<file path="config.mk">
export PLATFORM = sky130hd
export DESIGN_NAME = assert_ctrl_unit
export DESIGN_NICKNAME = d
export VERILOG_FILES = /design/src/rtl/assert_ctrl_pkg.sv /design/src/rtl/assert_ctrl_chan.sv /design/src/rtl/assert_ctrl_unit.sv
export SDC_FILE = /design/constraint.sdc
export NUM_CORES = 1
export LEC_CHECK = 0
export BUFFER_PORTS_ARGS = -buffer_cell sky130_fd_sc_hd__buf_2
export CAP_MARGIN = 20
export CORE_ASPECT_RATIO = 1.75
export CORE_MARGIN = 2
export CORE_UTILIZATION = 50
export CTS_BUF_LIST = sky130_fd_sc_hd__clkbuf_8
export DETAILED_ROUTE_END_ITERATION = 8
export PLACE_DENSITY = 0.71
export SLEW_MARGIN = 25
export SYNTH_ARGS = -nofsm -noshare
export SYNTH_HDL_FRONTEND = slang
export SYNTH_HIERARCHICAL = 1
export SYNTH_SLANG_ARGS = --single-unit
</file>
<file path="constraint.sdc">
create_clock -name clk -period 2.6 [get_ports clk]
set_clock_uncertainty 0.15 [all_clocks]
set_input_delay 0.26 -clock clk [delete_from_list [all_inputs] [get_ports clk]]
set_output_delay 0.26 -clock clk [all_outputs]
set_load 0.01 [all_outputs]
</file>
<file path="src/rtl/assert_ctrl_pkg.sv">
// Shared types and constants for the assertion-control unit.
package assert_ctrl_pkg;

  // Control operation carried on cmd_op; unlisted encodings act as no-ops.
  typedef enum logic [3:0] {
    OpNone         = 4'd0,
    OpLock         = 4'd1,
    OpUnlock       = 4'd2,
    OpOn           = 4'd3,
    OpOff          = 4'd4,
    OpKill         = 4'd5,
    OpPassOn       = 4'd6,
    OpPassOff      = 4'd7,
    OpFailOn       = 4'd8,
    OpFailOff      = 4'd9,
    OpNonvacuousOn = 4'd10,
    OpVacuousOff   = 4'd11,
    OpVacuousOn    = 4'd12
  } op_e;

  // Assertion-type mask bits.
  localparam logic [7:0] AtypeConcurrent = 8'h01;
  localparam logic [7:0] AtypeSImmediate = 8'h02;
  localparam logic [7:0] AtypeDImmediate = 8'h0C;
  localparam logic [7:0] AtypeExpect     = 8'h10;
  localparam logic [7:0] AtypeUnique     = 8'h20;
  localparam logic [7:0] AtypeUnique0    = 8'h40;
  localparam logic [7:0] AtypePriority   = 8'h80;

  // Directive-type mask bits.
  localparam logic [2:0] DtypeAssert = 3'b001;
  localparam logic [2:0] DtypeCover  = 3'b010;
  localparam logic [2:0] DtypeAssume = 3'b100;

  // Checker event kind.
  typedef enum logic [1:0] {
    EvPass     = 2'd0,
    EvFail     = 2'd1,
    EvVacuous  = 2'd2,
    EvReserved = 2'd3
  } ev_kind_e;

  // Per-channel control state.
  typedef struct packed {
    logic locked;
    logic enabled;
    logic pass_en;
    logic fail_en;
    logic vac_en;
  } ch_state_t;

  localparam ch_state_t ChStateReset = '{
    locked:  1'b0,
    enabled: 1'b1,
    pass_en: 1'b1,
    fail_en: 1'b1,
    vac_en:  1'b1
  };

  // Next control state of a selected channel; a locked channel only honours UNLOCK.
  function automatic ch_state_t apply_op(ch_state_t s, logic [3:0] op);
    ch_state_t r;
    r = s;
    if (s.locked) begin
      if (op == OpUnlock) r.locked = 1'b0;
    end else begin
      case (op_e'(op))
        OpLock:         r.locked  = 1'b1;
        OpOn:           r.enabled = 1'b1;
        OpOff:          r.enabled = 1'b0;
        OpPassOn:       r.pass_en = 1'b1;
        OpPassOff:      r.pass_en = 1'b0;
        OpFailOn:       r.fail_en = 1'b1;
        OpFailOff:      r.fail_en = 1'b0;
        OpNonvacuousOn: r.vac_en  = 1'b1;
        OpVacuousOn:    r.vac_en  = 1'b1;
        OpVacuousOff:   r.vac_en  = 1'b0;
        default:        ;
      endcase
    end
    return r;
  endfunction

endpackage

</file>
<file path="src/rtl/assert_ctrl_chan.sv">
// One monitored channel: control state, command select, event gating and counters.
module assert_ctrl_chan
  import assert_ctrl_pkg::*;
#(
  parameter int unsigned CNT_W = 16
) (
  input  logic             clk_i,
  input  logic             rst_i,
  input  logic             apply_i,
  input  logic [3:0]       op_i,
  input  logic [7:0]       atype_i,
  input  logic [2:0]       dtype_i,
  input  logic             chan_hit_i,
  input  logic [7:0]       ch_atype_i,
  input  logic [2:0]       ch_dtype_i,
  input  logic             kill_i,
  input  logic             ev_valid_i,
  input  logic [1:0]       ev_kind_i,
  output logic             sel_unlocked_o,
  output logic             enabled_o,
  output logic             pass_act_o,
  output logic             fail_hit_o,
  output logic [CNT_W-1:0] pass_cnt_o,
  output logic [CNT_W-1:0] fail_cnt_o,
  output logic [CNT_W-1:0] vac_cnt_o
);

  ch_state_t        state_q, state_d;
  logic [CNT_W-1:0] pass_cnt_q, pass_cnt_d;
  logic [CNT_W-1:0] fail_cnt_q, fail_cnt_d;
  logic [CNT_W-1:0] vac_cnt_q, vac_cnt_d;
  logic             pass_act_q, pass_act_d;
  logic             sel;
  logic             count_en;
  ev_kind_e         kind;

  // Command select, state update and event gating (events see the pre-update state).
  always_comb begin
    sel            = chan_hit_i && (|(ch_atype_i & atype_i)) && (|(ch_dtype_i & dtype_i));
    sel_unlocked_o = sel && !state_q.locked;
    state_d        = state_q;
    if (apply_i && sel) state_d = apply_op(state_q, op_i);

    kind       = ev_kind_e'(ev_kind_i);
    count_en   = ev_valid_i && state_q.enabled && !kill_i;
    pass_cnt_d = pass_cnt_q;
    fail_cnt_d = fail_cnt_q;
    vac_cnt_d  = vac_cnt_q;
    if (count_en && kind == EvPass && pass_cnt_q != '1) pass_cnt_d = pass_cnt_q + 1'b1;
    if (count_en && kind == EvFail && fail_cnt_q != '1) fail_cnt_d = fail_cnt_q + 1'b1;
    if (count_en && kind == EvVacuous && vac_cnt_q != '1) vac_cnt_d = vac_cnt_q + 1'b1;

    pass_act_d = count_en && ((kind == EvPass && state_q.pass_en) ||
                              (kind == EvVacuous && state_q.vac_en));
    fail_hit_o = count_en && kind == EvFail && state_q.fail_en;
  end

  // Channel state, counters and registered pass-action pulse.
  always_ff @(posedge clk_i or posedge rst_i) begin
    if (rst_i) begin
      state_q    <= ChStateReset;
      pass_cnt_q <= '0;
      fail_cnt_q <= '0;
      vac_cnt_q  <= '0;
      pass_act_q <= 1'b0;
    end else begin
      state_q    <= state_d;
      pass_cnt_q <= pass_cnt_d;
      fail_cnt_q <= fail_cnt_d;
      vac_cnt_q  <= vac_cnt_d;
      pass_act_q <= pass_act_d;
    end
  end

  assign enabled_o  = state_q.enabled;
  assign pass_act_o = pass_act_q;
  assign pass_cnt_o = pass_cnt_q;
  assign fail_cnt_o = fail_cnt_q;
  assign vac_cnt_o  = vac_cnt_q;

endmodule

</file>
<file path="src/rtl/assert_ctrl_unit.sv">
// Assertion-control unit: command FSM, kill window, channel array, fail encode, readout.
module assert_ctrl_unit
  import assert_ctrl_pkg::*;
#(
  parameter int unsigned NUM_CH   = 8,
  parameter int unsigned CNT_W    = 16,
  parameter int unsigned KILL_LEN = 4
) (
  input  logic                clk,
  input  logic                rst,
  input  logic                cmd_valid,
  output logic                cmd_ready,
  input  logic [3:0]          cmd_op,
  input  logic [7:0]          cmd_atype,
  input  logic [2:0]          cmd_dtype,
  input  logic [NUM_CH-1:0]   cmd_ch_mask,
  input  logic [NUM_CH*8-1:0] ch_atype,
  input  logic [NUM_CH*3-1:0] ch_dtype,
  input  logic [NUM_CH-1:0]   ev_valid,
  input  logic [NUM_CH*2-1:0] ev_kind,
  output logic [NUM_CH-1:0]   ch_enable,
  output logic [NUM_CH-1:0]   ch_kill,
  output logic [NUM_CH-1:0]   pass_act,
  output logic                fail_act,
  output logic [4:0]          fail_ch,
  output logic                fail_multi,
  input  logic [4:0]          rd_ch,
  output logic [CNT_W-1:0]    rd_pass,
  output logic [CNT_W-1:0]    rd_fail,
  output logic [CNT_W-1:0]    rd_vac
);

  localparam int unsigned KillW = $clog2(KILL_LEN + 1);

  typedef enum logic [1:0] {StIdle, StApply, StKill} st_e;

  st_e               state_q, state_d;
  logic [3:0]        op_q, op_d;
  logic [7:0]        atype_q, atype_d;
  logic [2:0]        dtype_q, dtype_d;
  logic [NUM_CH-1:0] mask_q, mask_d;
  logic [KillW-1:0]  kill_cnt_q, kill_cnt_d;
  logic [NUM_CH-1:0] kill_mask_q, kill_mask_d;
  logic              fail_act_q, fail_act_d;
  logic [4:0]        fail_ch_q, fail_ch_d;
  logic              fail_multi_q, fail_multi_d;

  logic              apply;
  logic              all_ch;
  logic [NUM_CH-1:0] sel_unlocked;
  logic [NUM_CH-1:0] fail_hit;
  logic [CNT_W-1:0]  pass_cnt [NUM_CH];
  logic [CNT_W-1:0]  fail_cnt [NUM_CH];
  logic [CNT_W-1:0]  vac_cnt  [NUM_CH];

  assign apply     = (state_q == StApply);
  assign all_ch    = (mask_q == '0);
  assign cmd_ready = (state_q == StIdle);
  // The counter's final zero cycle is a trailing gap, so kill is held exactly KILL_LEN cycles.
  assign ch_kill   = (state_q == StKill && kill_cnt_q != '0) ? kill_mask_q : '0;

  // Command FSM next state: latch on accept, apply for one cycle, optional kill window.
  always_comb begin
    state_d     = state_q;
    op_d        = op_q;
    atype_d     = atype_q;
    dtype_d     = dtype_q;
    mask_d      = mask_q;
    kill_cnt_d  = kill_cnt_q;
    kill_mask_d = kill_mask_q;
    unique case (state_q)
      StIdle: begin
        if (cmd_valid) begin
          op_d    = cmd_op;
          atype_d = cmd_atype;
          dtype_d = cmd_dtype;
          mask_d  = cmd_ch_mask;
          state_d = StApply;
        end
      end
      StApply: begin
        if (op_q == OpKill) begin
          kill_cnt_d  = KillW'(KILL_LEN);
          kill_mask_d = sel_unlocked;
          state_d     = StKill;
        end else begin
          state_d = StIdle;
        end
      end
      StKill: begin
        if (kill_cnt_q == '0) begin
          kill_mask_d = '0;
          state_d     = StIdle;
        end else begin
          kill_cnt_d = kill_cnt_q - KillW'(1);
        end
      end
      default: state_d = StIdle;
    endcase
  end

  // Command FSM and latched command registers.
  always_ff @(posedge clk or posedge rst) begin
    if (rst) begin
      state_q     <= StIdle;
      op_q        <= '0;
      atype_q     <= '0;
      dtype_q     <= '0;
      mask_q      <= '0;
      kill_cnt_q  <= '0;
      kill_mask_q <= '0;
    end else begin
      state_q     <= state_d;
      op_q        <= op_d;
      atype_q     <= atype_d;
      dtype_q     <= dtype_d;
      mask_q      <= mask_d;
      kill_cnt_q  <= kill_cnt_d;
      kill_mask_q <= kill_mask_d;
    end
  end

  for (genvar i = 0; i < NUM_CH; i++) begin : g_ch
    assert_ctrl_chan #(
      .CNT_W (CNT_W)
    ) u_chan (
      .clk_i          (clk),
      .rst_i          (rst),
      .apply_i        (apply),
      .op_i           (op_q),
      .atype_i        (atype_q),
      .dtype_i        (dtype_q),
      .chan_hit_i     (all_ch || mask_q[i]),
      .ch_atype_i     (ch_atype[i*8 +: 8]),
      .ch_dtype_i     (ch_dtype[i*3 +: 3]),
      .kill_i         (ch_kill[i]),
      .ev_valid_i     (ev_valid[i]),
      .ev_kind_i      (ev_kind[i*2 +: 2]),
      .sel_unlocked_o (sel_unlocked[i]),
      .enabled_o      (ch_enable[i]),
      .pass_act_o     (pass_act[i]),
      .fail_hit_o     (fail_hit[i]),
      .pass_cnt_o     (pass_cnt[i]),
      .fail_cnt_o     (fail_cnt[i]),
      .vac_cnt_o      (vac_cnt[i])
    );
  end

  // Lowest failing channel and multi-fail flag.
  always_comb begin
    fail_act_d   = |fail_hit;
    fail_ch_d    = '0;
    fail_multi_d = 1'b0;
    for (int i = NUM_CH - 1; i >= 0; i--) begin
      if (fail_hit[i]) fail_ch_d = 5'(i);
    end
    for (int i = 0; i < NUM_CH; i++) begin
      if (fail_hit[i] && fail_ch_d != 5'(i)) fail_multi_d = 1'b1;
    end
  end

  // Registered fail report.
  always_ff @(posedge clk or posedge rst) begin
    if (rst) begin
      fail_act_q   <= 1'b0;
      fail_ch_q    <= '0;
      fail_multi_q <= 1'b0;
    end else begin
      fail_act_q   <= fail_act_d;
      fail_ch_q    <= fail_ch_d;
      fail_multi_q <= fail_multi_d;
    end
  end

  assign fail_act   = fail_act_q;
  assign fail_ch    = fail_ch_q;
  assign fail_multi = fail_multi_q;

  // Counter readout; out-of-range channel reads as zero.
  always_comb begin
    rd_pass = '0;
    rd_fail = '0;
    rd_vac  = '0;
    for (int i = 0; i < NUM_CH; i++) begin
      if (rd_ch == 5'(i)) begin
        rd_pass = pass_cnt[i];
        rd_fail = fail_cnt[i];
        rd_vac  = vac_cnt[i];
      end
    end
  end

endmodule

</file>
==> results.json <==
{
  "outcome": "complete, no violations",
  "fin_crit_sh_pct": 99.90,
  "power_density_nw_per_um2": 609.7,
  "clock_sinks": 473,
  "clkLatencyLatePin_ns": 0.68,
  "relSlewSlack_pct": 27.01,
  "grt-ovfl-total": 0,
  "via_count": 25960,
  "maxCapViolations": 0,
  "crit_fanout": 5,
  "ys_ff_latch": 473,
  "synthTopCellsByArea": "dfrtp_1, xnor2_1, xor2_1, nand3_1, dfstp_2",
  "drive_gt1_share_pct": 24.12,
  "drt.antenna.violating_nets": 0,
  "fin_util_pct": 60.92,
  "power_frac_comb_pct": 23.6,
  "p_leak_nw": 14.79,
  "p_seq_share_pct": 45.3,
  "rr_startpoint": "kill_cnt_q[1]$_DFFE_PP0P_",
  "clk_pin_slew_worst_paths_ns": 0.07,
  "chipHeight_um": 319.5,
  "grt_pass1_wl_um": 139000,
  "cts_root_buf": "clkbuf_8",
  "final_common_cell": "dfrtp_1",
  "start_util_pct": 50.54,
  "fp.dieW_um": 184.3,
  "dp_hpwl_um": 66160,
  "dp.cells": 3924,
  "crit_type": "register to register",
  "drc": 0,
  "clk_path_buf_depth": 3,
  "syn_to_final_growth_pct": 20.53,
  "routedWlPerCell_um": 21.56,
  "vdd_drop_max_v": 0.0005096,
  "vias_per_cell": 6.294,
  "synth_cells": 2887,
  "cts_tree": "built",
  "cp-end-kind": "register",
  "stdcell_count": 4125,
  "required_ns": 3.01,
  "htreeDepth": 3,
  "p_clk_share_pct": 31.2,
  "yosysWarnings": 6,
  "synth_flop_cell": "dfrtp_1",
  "grt_pass1_vias": 25730,
  "port_buffers": 220,
  "rsz0062_at_grt": "yes",
  "totalWireLength_um": 88920,
  "place_congestion": 0.9545,
  "report.final.slew_viol_count": 0,
  "hp-class": "input port to async pin",
  "fin_nets": 3480,
  "rr_worst_depth": 10,
  "drt_iter0_drc": 2420,
  "max_freq_ghz": 0.3850,
  "grt_max_degree": 80,
  "numCtsBuffers": 75,
  "setup_viol": 0,
  "syn_area_per_cell_um2": 9.850,
  "netSwitchingFraction_pct": 33.63,
  "min_period_ns": 2.597,
  "cp.arrival_ns": 3.01,
  "crit_path_start_kind": "register",
  "tightest_slew_ns": 1.095,
  "r2r-end": "g_ch[0].u_chan/pass_cnt_o[15]$_DFFE_PP0P_",
  "final_cell_mix": "dfrtp_1, buf_2, nand3_1, buf_4, xnor2_1",
  "async_flop_share_pct": 100.0,
  "num_rows": 115,
  "ff2ff_setup_slack_ns": 0.003,
  "fillerInstances": 4657,
  "p_int_mw": 13.87,
  "yosysSeqAreaShare_pct": 41.77,
  "dr.pass1.iters": 6,
  "netlist_area_um2": 28440,
  "antenna_found_initial": 4,
  "io_pins": 223,
  "die-area_um2": 58870,
  "synth_edf_count": 0,
  "hold_violations": 0,
  "core_um2": 56260,
  "synth.top_cell.area_share_pct": 38.81,
  "yosys.area.top_type": "dfrtp_1",
  "p_sw_mw": 7.027,
  "grt_util_all_layers_pct": 29.84,
  "synth_cell_types": 72
}
power by group through the flow:
| stage | clock network [mW] | logic [mW] | registers [mW] |
|---|---|---|---|
| after global placement | 0 | 4.43 | 9.47 |
| after CTS | 6.66 | 4.79 | 9.41 |
| final | 6.51 | 4.92 | 9.46 |
| after global routing | 7.01 | 5.34 | 9.57 |
| after floorplan | 0 | 2.85 | 9.41 |
| after detailed placement | 0 | 4.58 | 9.54 |
critical path, stage by stage (launching register included):
cell and delay (ns):
dfrtp_1 0.40, inv_2 0.09, ha_4 0.13, nor2b_4 0.16, nor2b_4 0.06, buf_6 0.13, and2_4 0.14, nand4bb_4 0.25
or3_4 0.43, nor4_4 0.24, mux2_4 0.32
through the flow:
stage	power [mW]	area [um2]	setup WS (ns)	setup TNS [ns]	hold slack, ns
after floorplan	12.26	28520	-0.01661	-0.1694	0.2605
after global placement	13.90	31420	-0.1159	-2.588	0.1761
after detailed placement	14.12	31420	-0.1967	-6.054	0.1757
after CTS	20.87	33760	-0.04334	-0.05182	0.005099
after global routing	21.93	34270	-0.08903	-0.9600	0.02468
final	20.90	34270	0.002590	0	0.04665
area by class of cell:
class	instances	area [um2]	share of cell area, %
clock buffers	95	1308	3.815
repair buffers	453	3213	9.375
multi-input cells	2230	16440	47.96
well taps	760	950.9	2.774
clock inverters	36	195.2	0.5695
diodes	3	7.507	0.02190
flip-flops and latches	473	11880	34.66
inverters	75	281.5	0.8214
cells in the mapped netlist, drive strengths merged (17+ instances only):
cell type / count
dfrtp: 441
nand3: 189
o21ai: 157
xnor2: 152
nor2: 140
nand2: 139
xor2: 136
nor3: 122
nand4: 101
mux2: 79
mux2i: 76
inv: 75
buf: 67
a21oi: 66
a31oi: 61
nand3b: 60
nor4: 52
nor2b: 48
or3: 48
clkbuf: 43
a22oi: 42
o31ai: 41
and3: 40
and4: 40
a221o: 36
o211ai: 34
nand4b: 33
a211oi: 32
and2: 32
dfstp: 32
o2111ai: 32
ha: 29
or2: 26
a21boi: 24
nor4b: 24
nand2b: 17
kinds of logic (layout without fill, tap and decap cells):
group | Yosys count | in the layout | synth area share, %
fa+ha+maj | 29 | 29 | 1.276
simple gates | 1154 | 1154 | 24.64
other cells | 1 | 5 | 0.01319
mux | 157 | 157 | 6.068
xor+xnor | 288 | 288 | 8.871
compound gates | 600 | 600 | 14.52
buf+inv | 185 | 659 | 2.851
flops | 473 | 473 | 41.77
routing by layer:
metal / GRT usage (%) / wire [um]
met5: 0 / 13
met4: 17.01 / 5380
met3: 4.908 / 5443
met2: 50.16 / 43840
met1: 36.10 / 34240
worst max path at each step:
| stage | startpoint | endpoint | slack [ns] | cells after the start |
|---|---|---|---|---|
| global placement | kill_cnt_q[1]$_DFFE_PP0P_ | g_ch[4].u_chan/pass_cnt_o[15]$_DFFE_PP0P_ | -0.12 | 10 |
| floorplan | kill_cnt_q[1]$_DFFE_PP0P_ | g_ch[6].u_chan/pass_cnt_o[15]$_DFFE_PP0P_ | -0.02 | 11 |
| global route | kill_cnt_q[1]$_DFFE_PP0P_ | g_ch[0].u_chan/pass_cnt_o[15]$_DFFE_PP0P_ | -0.09 | 10 |
| detailed placement | kill_cnt_q[1]$_DFFE_PP0P_ | fail_multi$_DFF_PP0_ | -0.20 | 11 |
| finish | kill_cnt_q[1]$_DFFE_PP0P_ | g_ch[0].u_chan/pass_cnt_o[15]$_DFFE_PP0P_ | 0.003 | 10 |
| CTS | kill_cnt_q[1]$_DFFE_PP0P_ | g_ch[6].u_chan/pass_cnt_o[13]$_DFFE_PP0P_ | -0.04 | 10 |
what timing repair did:
item	4_1_cts	5_1_grt
setup endpoints to repair	91	115
hold buffers	51	0
resized for setup	50	104
hold endpoints to repair	442	0
pin swaps	20	36
setup buffers	10	5
cloned	1	0
sequential cells by signal, indices dropped and copies added (netlist names), 4 cells and up:
| name | flops |
|---|---|
| g_ch.u_chan/vac_cnt_o | 128 |
| g_ch.u_chan/state_q | 32 |
| g_ch.u_chan/fail_cnt_o | 128 |
| mask_q | 8 |
| op_q | 4 |
| g_ch.u_chan/pass_cnt_o | 128 |
| g_ch.u_chan/enabled_o | 8 |
| atype_q | 8 |
| kill_mask_q | 8 |
| g_ch.u_chan/pass_act_o | 8 |
Power figures use the tool's default switching activity.
